==> src/rtl/icache_assoc_pkg.sv <==
// Shared types and parameter-derived field widths for the set-associative icache.
package icache_assoc_pkg;

  typedef enum logic {
    IDLE = 1'b0,
    FILL = 1'b1
  } state_t;

  function automatic int boff_w(input int blkwords);
    return $clog2(blkwords);
  endfunction

  function automatic int idx_w(input int sets);
    return $clog2(sets);
  endfunction

  function automatic int tag_w(input int sets, input int blkwords);
    return 30 - boff_w(blkwords) - idx_w(sets);
  endfunction

  // Zero-width fields are carried as one bit that is tied to 0.
  function automatic int min1(input int w);
    return (w < 1) ? 1 : w;
  endfunction

endpackage

==> src/rtl/icache_way.sv <==
// One cache way: per-set valid/tag plus BLKWORDS data words per set.
// Combinational read port, single-word fill write port, whole-way flush.
module icache_way #(
  parameter int SETS     = 8,
  parameter int BLKWORDS = 2,
  parameter int TAGW     = 26,
  parameter int IDXW     = 3,
  parameter int BOFFW    = 1
) (
  input  logic            CLK,
  input  logic            nRST,
  input  logic [IDXW-1:0]  rd_idx_i,
  input  logic [BOFFW-1:0] rd_boff_i,
  output logic             valid_o,
  output logic [TAGW-1:0]  tag_o,
  output logic [31:0]      data_o,
  input  logic [IDXW-1:0]  wr_idx_i,
  input  logic [BOFFW-1:0] wr_boff_i,
  input  logic [31:0]      wr_data_i,
  input  logic             wr_en_i,
  input  logic [IDXW-1:0]  inv_idx_i,
  input  logic             inv_en_i,
  input  logic             set_en_i,
  input  logic [TAGW-1:0]  set_tag_i,
  input  logic             flush_i
);

  localparam int DW = $clog2(SETS * BLKWORDS);

  logic [SETS-1:0] valid_q;
  logic [TAGW-1:0] tag_q  [SETS];
  logic [31:0]     data_q [SETS*BLKWORDS];
  logic [DW-1:0]   rd_a;
  logic [DW-1:0]   wr_a;

  assign rd_a = DW'(rd_idx_i) * DW'(BLKWORDS) + DW'(rd_boff_i);
  assign wr_a = DW'(wr_idx_i) * DW'(BLKWORDS) + DW'(wr_boff_i);

  assign valid_o = valid_q[rd_idx_i];
  assign tag_o   = tag_q[rd_idx_i];
  assign data_o  = data_q[rd_a];

  always_ff @(posedge CLK or negedge nRST) begin
    if (!nRST) begin
      valid_q <= '0;
    end else if (flush_i) begin
      valid_q <= '0;
    end else if (inv_en_i) begin
      valid_q[inv_idx_i] <= 1'b0;
    end else if (set_en_i) begin
      valid_q[wr_idx_i] <= 1'b1;
    end
  end

  // Tag and data storage carry no reset; valid_q alone qualifies them.
  always_ff @(posedge CLK) begin
    if (set_en_i && !flush_i) tag_q[wr_idx_i] <= set_tag_i;
    if (wr_en_i) data_q[wr_a] <= wr_data_i;
  end

endmodule

==> src/rtl/icache_assoc.sv <==
// icache_assoc: N-way set-associative, block-fill instruction cache with round-robin
// replacement and flush. Define ICACHE_STATS_EN to add hitcnt/misscnt outputs.
//   state | meaning
//   IDLE  | serve hits combinationally; a miss latches address and picks a victim
//   FILL  | fetch the block word by word under iwait; flush aborts
module icache_assoc
  import icache_assoc_pkg::*;
#(
  parameter int SETS     = 8,
  parameter int WAYS     = 2,
  parameter int BLKWORDS = 2
) (
  input  logic        CLK,
  input  logic        nRST,
  input  logic        imemREN,
  input  logic [31:0] imemaddr,
  input  logic        iflush,
  output logic        ihit,
  output logic [31:0] imemload,
  output logic        iREN,
  output logic [31:0] iaddr,
  input  logic        iwait,
  input  logic [31:0] iload
`ifdef ICACHE_STATS_EN
  ,
  output logic [31:0] hitcnt,
  output logic [31:0] misscnt
`endif
);

  localparam int BOFF  = boff_w(BLKWORDS);
  localparam int IDXW  = idx_w(SETS);
  localparam int TAGW  = tag_w(SETS, BLKWORDS);
  localparam int BOFFW = min1(BOFF);
  localparam int WAYW  = min1($clog2(WAYS));
  localparam logic [BOFFW-1:0] LAST_WORD = BOFFW'(BLKWORDS - 1);

  typedef struct packed {
    logic [TAGW-1:0]  tag;
    logic [IDXW-1:0]  idx;
    logic [BOFFW-1:0] boff;
  } word_addr_t;

  word_addr_t       req;
  logic [31:0]      fill_addr;
  logic             unused_bits;

  state_t           state_q, state_d;
  logic [BOFFW-1:0] cnt_q, cnt_d;
  logic [TAGW-1:0]  miss_tag_q, miss_tag_d;
  logic [IDXW-1:0]  miss_idx_q, miss_idx_d;
  logic [WAYW-1:0]  victim_q, victim_d, victim_sel;
  logic [WAYW-1:0]  ptr_q [SETS];

  logic             start_fill, fill_we, fill_done;
  logic [WAYS-1:0]  way_valid, way_match;
  logic [TAGW-1:0]  way_tag  [WAYS];
  logic [31:0]      way_data [WAYS];
  logic             hit_any;

  assign unused_bits = ^imemaddr[1:0];

  if (BOFF > 0) begin : g_blk
    assign req       = imemaddr[31:2];
    assign fill_addr = {miss_tag_q, miss_idx_q, cnt_q, 2'b00};
  end else begin : g_word
    assign req       = {imemaddr[31:2], 1'b0};
    assign fill_addr = {miss_tag_q, miss_idx_q, 2'b00};
  end

  for (genvar w = 0; w < WAYS; w++) begin : g_way
    icache_way #(
      .SETS    (SETS),
      .BLKWORDS(BLKWORDS),
      .TAGW    (TAGW),
      .IDXW    (IDXW),
      .BOFFW   (BOFFW)
    ) u_way (
      .CLK      (CLK),
      .nRST     (nRST),
      .rd_idx_i (req.idx),
      .rd_boff_i(req.boff),
      .valid_o  (way_valid[w]),
      .tag_o    (way_tag[w]),
      .data_o   (way_data[w]),
      .wr_idx_i (miss_idx_q),
      .wr_boff_i(cnt_q),
      .wr_data_i(iload),
      .wr_en_i  (fill_we && (victim_q == WAYW'(w))),
      .inv_idx_i(req.idx),
      .inv_en_i (start_fill && (victim_sel == WAYW'(w))),
      .set_en_i (fill_done && (victim_q == WAYW'(w))),
      .set_tag_i(miss_tag_q),
      .flush_i  (iflush)
    );
    assign way_match[w] = way_valid[w] && (way_tag[w] == req.tag);
  end

  assign hit_any = |way_match;
  assign ihit    = (state_q == IDLE) && imemREN && hit_any && !iflush;

  always_comb begin
    imemload = '0;
    if (ihit) begin
      for (int w = 0; w < WAYS; w++) begin
        if (way_match[w]) imemload = imemload | way_data[w];
      end
    end
  end

  // Lowest invalid way wins; otherwise the set's round-robin pointer.
  always_comb begin
    victim_sel = ptr_q[req.idx];
    for (int w = WAYS - 1; w >= 0; w--) begin
      if (!way_valid[w]) victim_sel = WAYW'(w);
    end
  end

  always_comb begin
    state_d    = state_q;
    cnt_d      = cnt_q;
    miss_tag_d = miss_tag_q;
    miss_idx_d = miss_idx_q;
    victim_d   = victim_q;
    start_fill = 1'b0;
    fill_we    = 1'b0;
    fill_done  = 1'b0;
    iREN       = 1'b0;
    iaddr      = '0;
    case (state_q)
      IDLE: begin
        if (imemREN && !hit_any && !iflush) begin
          state_d    = FILL;
          start_fill = 1'b1;
          cnt_d      = '0;
          miss_tag_d = req.tag;
          miss_idx_d = req.idx;
          victim_d   = victim_sel;
        end
      end
      FILL: begin
        iREN  = 1'b1;
        iaddr = fill_addr;
        if (iflush) begin
          state_d = IDLE;
        end else if (!iwait) begin
          fill_we = 1'b1;
          cnt_d   = cnt_q + BOFFW'(1);
          if (cnt_q == LAST_WORD) begin
            fill_done = 1'b1;
            state_d   = IDLE;
          end
        end
      end
      default: state_d = IDLE;
    endcase
  end

  always_ff @(posedge CLK or negedge nRST) begin
    if (!nRST) begin
      state_q    <= IDLE;
      cnt_q      <= '0;
      miss_tag_q <= '0;
      miss_idx_q <= '0;
      victim_q   <= '0;
    end else begin
      state_q    <= state_d;
      cnt_q      <= cnt_d;
      miss_tag_q <= miss_tag_d;
      miss_idx_q <= miss_idx_d;
      victim_q   <= victim_d;
    end
  end

  always_ff @(posedge CLK or negedge nRST) begin
    if (!nRST) begin
      for (int s = 0; s < SETS; s++) ptr_q[s] <= '0;
    end else if (iflush) begin
      for (int s = 0; s < SETS; s++) ptr_q[s] <= '0;
    end else if (fill_done) begin
      ptr_q[miss_idx_q] <= (ptr_q[miss_idx_q] == WAYW'(WAYS - 1)) ? '0
                                                                  : ptr_q[miss_idx_q] + WAYW'(1);
    end
  end

`ifdef ICACHE_STATS_EN
  logic [31:0] hitcnt_q, misscnt_q;

  always_ff @(posedge CLK or negedge nRST) begin
    if (!nRST) begin
      hitcnt_q  <= '0;
      misscnt_q <= '0;
    end else if (iflush) begin
      hitcnt_q  <= '0;
      misscnt_q <= '0;
    end else begin
      if (ihit)       hitcnt_q  <= hitcnt_q + 32'd1;
      if (start_fill) misscnt_q <= misscnt_q + 32'd1;
    end
  end

  assign hitcnt  = hitcnt_q;
  assign misscnt = misscnt_q;
`endif

endmodule
==> config.mk <==
export PLATFORM = sky130hd
export DESIGN_NAME = icache_assoc
export DESIGN_NICKNAME = d
export VERILOG_FILES = /design/src/rtl/icache_assoc_pkg.sv /design/src/rtl/icache_way.sv /design/src/rtl/icache_assoc.sv
export SDC_FILE = /design/constraint.sdc
export NUM_CORES = 1
export LEC_CHECK = 0
export BUFFER_PORTS_ARGS = -buffer_cell sky130_fd_sc_hd__buf_2
export CORE_MARGIN = 2
export CORE_UTILIZATION = 35
export CTS_CLUSTER_DIAMETER = 60
export DETAILED_ROUTE_END_ITERATION = 8
export SETUP_SLACK_MARGIN = 0.05
export SYNTH_ARGS = -nofsm -noshare
export SYNTH_HDL_FRONTEND = slang
export SYNTH_HIERARCHICAL = 1
export SYNTH_SLANG_ARGS = --single-unit
==> constraint.sdc <==
create_clock -name CLK -period 5.2 [get_ports CLK]
set_clock_uncertainty 0.2 [all_clocks]
set_input_delay 0 -clock CLK [delete_from_list [all_inputs] [get_ports CLK]]
set_output_delay 0 -clock CLK [all_outputs]
set_load 0.005 [all_outputs]
# Yosys cells after proc, flatten, opt, wreduce, memory -nomap -nowiden
# Memories as Yosys holds them, arrays and structs flattened.
# Cells that the tools add are included.
# word_totals
out_inout_bits	66
inputBits	69
reg_bits	56
ram_bits	1440
rom_bits	0
n_memories	4
latchBits	0
elab_cells	131
# classes
add_sub_neg	4
multipliers	0
n_div	0
n_shift	0
n_lt_le_gt_ge	7
muxes	59
bitwise	11
n_eq_ne	5
n_reduce_logical	26
# memory_table
name	words	width	rd	rd_ports_with_merged_regs	wr	line_no	source
g_way[0].u_way.data_q	16	32	1	0	1	icache_way.sv:32	logic [31:0] data_q [SETS*BLKWORDS];
g_way[1].u_way.data_q	16	32	1	0	1	icache_way.sv:32	
g_way[0].u_way.tag_q	8	26	1	0	1	icache_way.sv:31	logic [TAGW-1:0] tag_q [SETS];
g_way[1].u_way.tag_q	8	26	1	0	1	icache_way.sv:31	
# op_table
op	n
32-bit two-way mux	5
8-bit two-way mux	8
26-bit equality test	2
1-bit two-way mux	36
32-bit OR	1
1-bit logical AND	18
8-bit AND	2
8-bit OR	2
1-bit binary-select mux with 3-bit select	4
1-bit demux with 3-bit select	3
4-bit by 1-bit adder with 4-bit output	2
8-bit bitwise mux	1
4-bit greater-or-equal comparator, second input constant	2
3-bit by 4-bit less-than comparator with 1-bit output, second input constant	2
3-bit NOT with 4-bit output	2
8-bit NOT	1
3-bit by 1-bit greater-or-equal comparator with 1-bit output, second input constant	2
3-bit nonzero test	2
4-bit by 1-bit less-than comparator with 1-bit output, second input constant	1
2-bit != test, second input constant	2
1-bit case mux with 2 select lines	2
1-bit NOT	3
3-bit AND reduction	1
1-bit adder, second input constant	2
5 further kinds	6

# Depth between registers and ports, before layout
# depth
depth_word	12
depth_mapped	16
ltp_nobuf	11

# Hierarchy
# The synthesis kept the hierarchy.
# modules_own_cells
module	seq_area_each_um2	instances	cells_each	area_each_um2
icache_way at g_way[1].u_way	21820.9	1	1309	27983.1
icache_way at g_way[0].u_way	21820.9	1	1309	27979.3
icache_assoc	1001.0	1	321	3015.4

# Worst setup path after synthesis
# No wires, ideal clock.
# synth_path
path_type	input to register
from	in imemaddr[3]
to	reg g_way[0].u_way.valid_q[1]
setup_ps	99
cell_stages	15
path_buffers	4
path_slack_ps	1628
arrival_time_ps	3272
required_time_ps	4901
path_cell_list	buf_6 buf_2 mux4_2 mux2_4 xor2_1 nor4_1 nand2_1 nor4_4 or3_1 buf_2 buf_6 nor2_1 nor2_1 a21oi_1 a311oi_1
# synth_rtl
item	line_no	source
from (decl)	icache_assoc.sv:16	input logic [31:0] imemaddr,
to (signal assigned)	icache_way.sv:45	valid_q <= '0;
to (signal assigned)	icache_way.sv:47	valid_q <= '0;
to (signal, indexed assignment)	icache_way.sv:49	valid_q[inv_idx_i] <= 1'b0;
to (decl)	icache_way.sv:30	logic [SETS-1:0] valid_q;

==> out/metrics.yaml <==
status: "finished, final reports clean"
ys_top_cells_by_area: "edfxtp_1 73%, mux4_2 9.1%, mux2i_1 4.5%"
portBuffers: 130
routed_wl_um: 151000
crit_fanout: 53
clockBufferDepth: 3
synth_top_flop_cell: "edfxtp_1"
antenna_found_initial: 10
syn_avg_cell_area_um2: 20.1
ant_nets: 0
cp_cell_sequence: "dlygate4sd3_1 -> clkbuf_8 -> buf_4 -> mux4_2 -> mux2_2 -> xor2_1 -> nor4_1 -> buf_4 -> nand2_1 -> nor4_4 -> buf_6 -> a22oi_1 -> nor2_1 -> buf_2"
hold_depth: 3
synth_top_cell_area_share: 0.733
worst_path_most_repeated_cell: "buf_4"
grt_pass1_wl_um: 216000
synth_area_mm2: 0.0590
hold_violations: 0
clk_pin_slew_worst_paths_ns: 0.06
dr.first_iter.drc_count: 2932
ys_seq_elements: 1496
fin_crit_sh: 0.941
fp.dieH_um: 414
slew_viol_final: 0
period_needed_ns: 4.89
synthArstFlopShare: 0.0374
cts-root-buf: "clkbuf_16"
setup_violations: 0
synth_largest_area_cell: "edfxtp_1"
required_ns: 5.00
reg2regPathDepth: 10
hp-class: "input port to flip-flop"
clk_latency_ns: 0.78
slew_headroom: 0.217
htree_levels: 4
peakVddDrop_mv: 0.362
cp_slowest_stage_delay_ns: 0.59
grt_pass1_vias: 30000
cts_setup_buffers: 0
final.fill_count: 14700
die_w_um: 414
die_area_mm2: 0.172
synth-edff-count: 1440
tightest_slew_ns: 1.17
fmax_ghz: 0.204
end_kind: "primary output"
initial_core_util: 0.353
fin_hold_ws_ns: 0.0694
antenna_cells: 0
drt_pass1_iterations: 7
crit_type: "input port to primary output"
grt_usage: 0.173
drive_above_1_share: 0.241
tns_ns: 0
yosysWarnings: 6
cts_tree: "built"
drc_errors: 0
numCtsBuffers: 149
crit_slowest_cell: "dlygate4sd3_1"
coreArea_mm2: 0.167
synth_cell_types: 45
grt_max_degree: 71
arrival_ns: 4.69
critPathLaunchType: "input port"
gr-total-overflow: 0
syn_inst: 2939
post-dp-hpwl_um: 88200
drt-vias-per-instance: 5.32
seq_area_frac_synth: 0.757
rsz0062_at_grt: "false"
area_growth_syn_to_layout_pct: 16.1
nNetsFinal: 3326
cap_violations: 0
dr_total_vias: 29700
cts_sinks: 1496
routabilityCongestion: 0.755
rows: 150
io_pins: 135
wire_per_inst_um: 27.0
leakage_nw: 22.7
power_density_mw_per_mm2: 378
-- logic make-up after synthesis --
logic type,share of synthesized area
XOR/XNOR,0.00787
other,0.0000636
AND/OR/NAND/NOR,0.0289
AO/OA/AOI/OAI,0.0331
buffers and inverters,0.0185
multiplexers,0.155
flip-flops,0.757
-- Yosys cell counts (2+ instances only) --
library cell and count:
or3_1 3, nor4_4 2, nand2_1 76, a31oi_1 3
mux2_1 27, buf_2 48, nand3_1 69, inv_1 10
nand3b_1 9, a41o_1 2, edfxtp_1 1440, dfrtp_1 56
nand2b_1 5, nor4_1 9, xnor2_1 15, nor2b_1 15
buf_1 4, and2_1 33, buf_12 6, a211oi_1 6
a41oi_1 2, a311oi_1 8, clkbuf_1 67, clkbuf_4 2
mux2_4 38, xor2_1 38, a21oi_1 14, nor3b_1 2
or3b_2 5, mux4_2 238, a22oi_1 224, buf_6 15
nor3_1 7, o21ai_0 3, mux2i_1 266, nor2_1 109
mux2_2 20, nor2_2 2, buf_4 32, nand4_1 4
-- final timing paths --
path | start | end | slack [ns]
worst max-delay path | imemaddr[4] | imemload[19] | 0.31
worst min-delay path | imemaddr[5] | g_way[0].u_way/valid_q[6]$_DFFE_PN0P_ | 0.07
worst max register to register | g_way[1].u_way/tag_q[4][4]$_DFFE_PP_ | state_q$_DFF_PN0_ | 0.79
worst min register to register | g_way[0].u_way/valid_q[7]$_DFFE_PN0P_ | g_way[0].u_way/valid_q[7]$_DFFE_PN0P_ | 0.33
max in group asynchronous | nRST | cnt_q$_DFFE_PN0P_ | 4.34
min in group asynchronous | nRST | miss_tag_q[3]$_DFFE_PN0P_ | 0.08
-- report_power, final --
| part | switching (mW) | leakage, nW | internal (mW) |
|---|---|---|---|
| clock network | 4.61 | 2.30 | 5.87 |
| logic | 0.945 | 6.72 | 0.618 |
| registers | 0.302 | 13.7 | 13.6 |
| total | 5.85 | 22.7 | 20.0 |
-- metal layers --
| layer | part of all wire | vias to the layer above | global-route usage |
|---|---|---|---|
| li1 | - | 12700 | - |
| met1 | 0.42 | 15800 | 0.232 |
| met2 | 0.50 | 1030 | 0.289 |
| met3 | 0.060 | 207 | 0.0283 |
| met4 | 0.023 | 10 | 0.0509 |
| met5 | 0.00044 | - | 0 |
-- critical path: cells and delay by family --
kind | cells | cell delay, ns
AND/OR/NAND/NOR | 4 | 1.27
multiplexers | 2 | 0.63
XOR/XNOR | 1 | 0.18
AO/OA/AOI/OAI | 1 | 0.31
buffers and inverters | 6 | 2.19
-- metrics by stage --
stage	power, mW	setup slack (ns)	area [µm²]	util	cells
global placement	15.6	0.702	62800	0.375	5213
detailed placement	15.6	0.709	62800	0.375	5213
global route	26.7	0.118	68500	0.410	5581
floorplan	14.9	1.63	59000	-	2940
CTS	26.1	0.0629	68500	0.410	5581
finish	25.9	0.306	68500	0.410	5581
-- layout by cell type (no fill, tap or decap), types with 6 or more instances in the layout --
| cell | synthesis | final |
|---|---|---|
| a22oi_1 | 224 | 224 |
| mux2_4 | 38 | 38 |
| clkinv_2 | 0 | 20 |
| clkbuf_1 | 67 | 28 |
| nor2_1 | 109 | 57 |
| buf_12 | 6 | 9 |
| mux2i_1 | 266 | 266 |
| edfxtp_1 | 1440 | 1440 |
| bufinv_16 | 0 | 9 |
| inv_6 | 0 | 6 |
| a311oi_1 | 8 | 8 |
| dlygate4sd3_1 | 0 | 96 |
| a21oi_1 | 14 | 14 |
| dfrtp_1 | 56 | 56 |
| a211oi_1 | 6 | 6 |
| nand2_1 | 76 | 76 |
| and2_1 | 33 | 31 |
| nor2b_4 | 0 | 6 |
| clkbuf_16 | 0 | 151 |
| nor3_1 | 7 | 7 |
| mux2_1 | 27 | 27 |
| xor2_1 | 38 | 38 |
| nor4_1 | 9 | 9 |
| nand3b_1 | 9 | 9 |
| buf_2 | 48 | 125 |
| clkinv_1 | 0 | 40 |
| inv_1 | 10 | 10 |
| nand3_1 | 69 | 69 |
| nor2b_1 | 15 | 7 |
| xnor2_1 | 15 | 15 |
| mux2_2 | 20 | 20 |
| mux4_2 | 238 | 238 |
| buf_4 | 32 | 104 |
| nor2_4 | 0 | 52 |
-- what timing repair did --
item                                    in CTS  in global routing
resized for setup                            0                  1
hold endpoints to repair                  1135                  0
hold buffers                                97                  0
endpoints found under the setup margin       0                  6
-- final cells by class --
| class | count | area (µm²) | share of cell area |
|---|---|---|---|
| tap | 2204 | 2760 | 0.0403 |
| sequential | 1496 | 44600 | 0.652 |
| multi-input combinational | 1260 | 13700 | 0.200 |
| timing repair buffer | 340 | 2640 | 0.0386 |
| inverter | 10 | 37.5 | 0.000548 |
| clock inverter | 89 | 797 | 0.0116 |
| clock buffer | 182 | 3930 | 0.0573 |
-- sequential cells by signal (all words and copies together), names as in the netlist --
name / cells
g_way.u_way/data_q: 1024
g_way.u_way/tag_q: 416
miss_tag_q: 26
g_way.u_way/valid_q: 16
ptr_q: 8
miss_idx_q: 3
cnt_q: 1
state_q: 1
victim_q: 1
(Power assumes the default switching activity.)
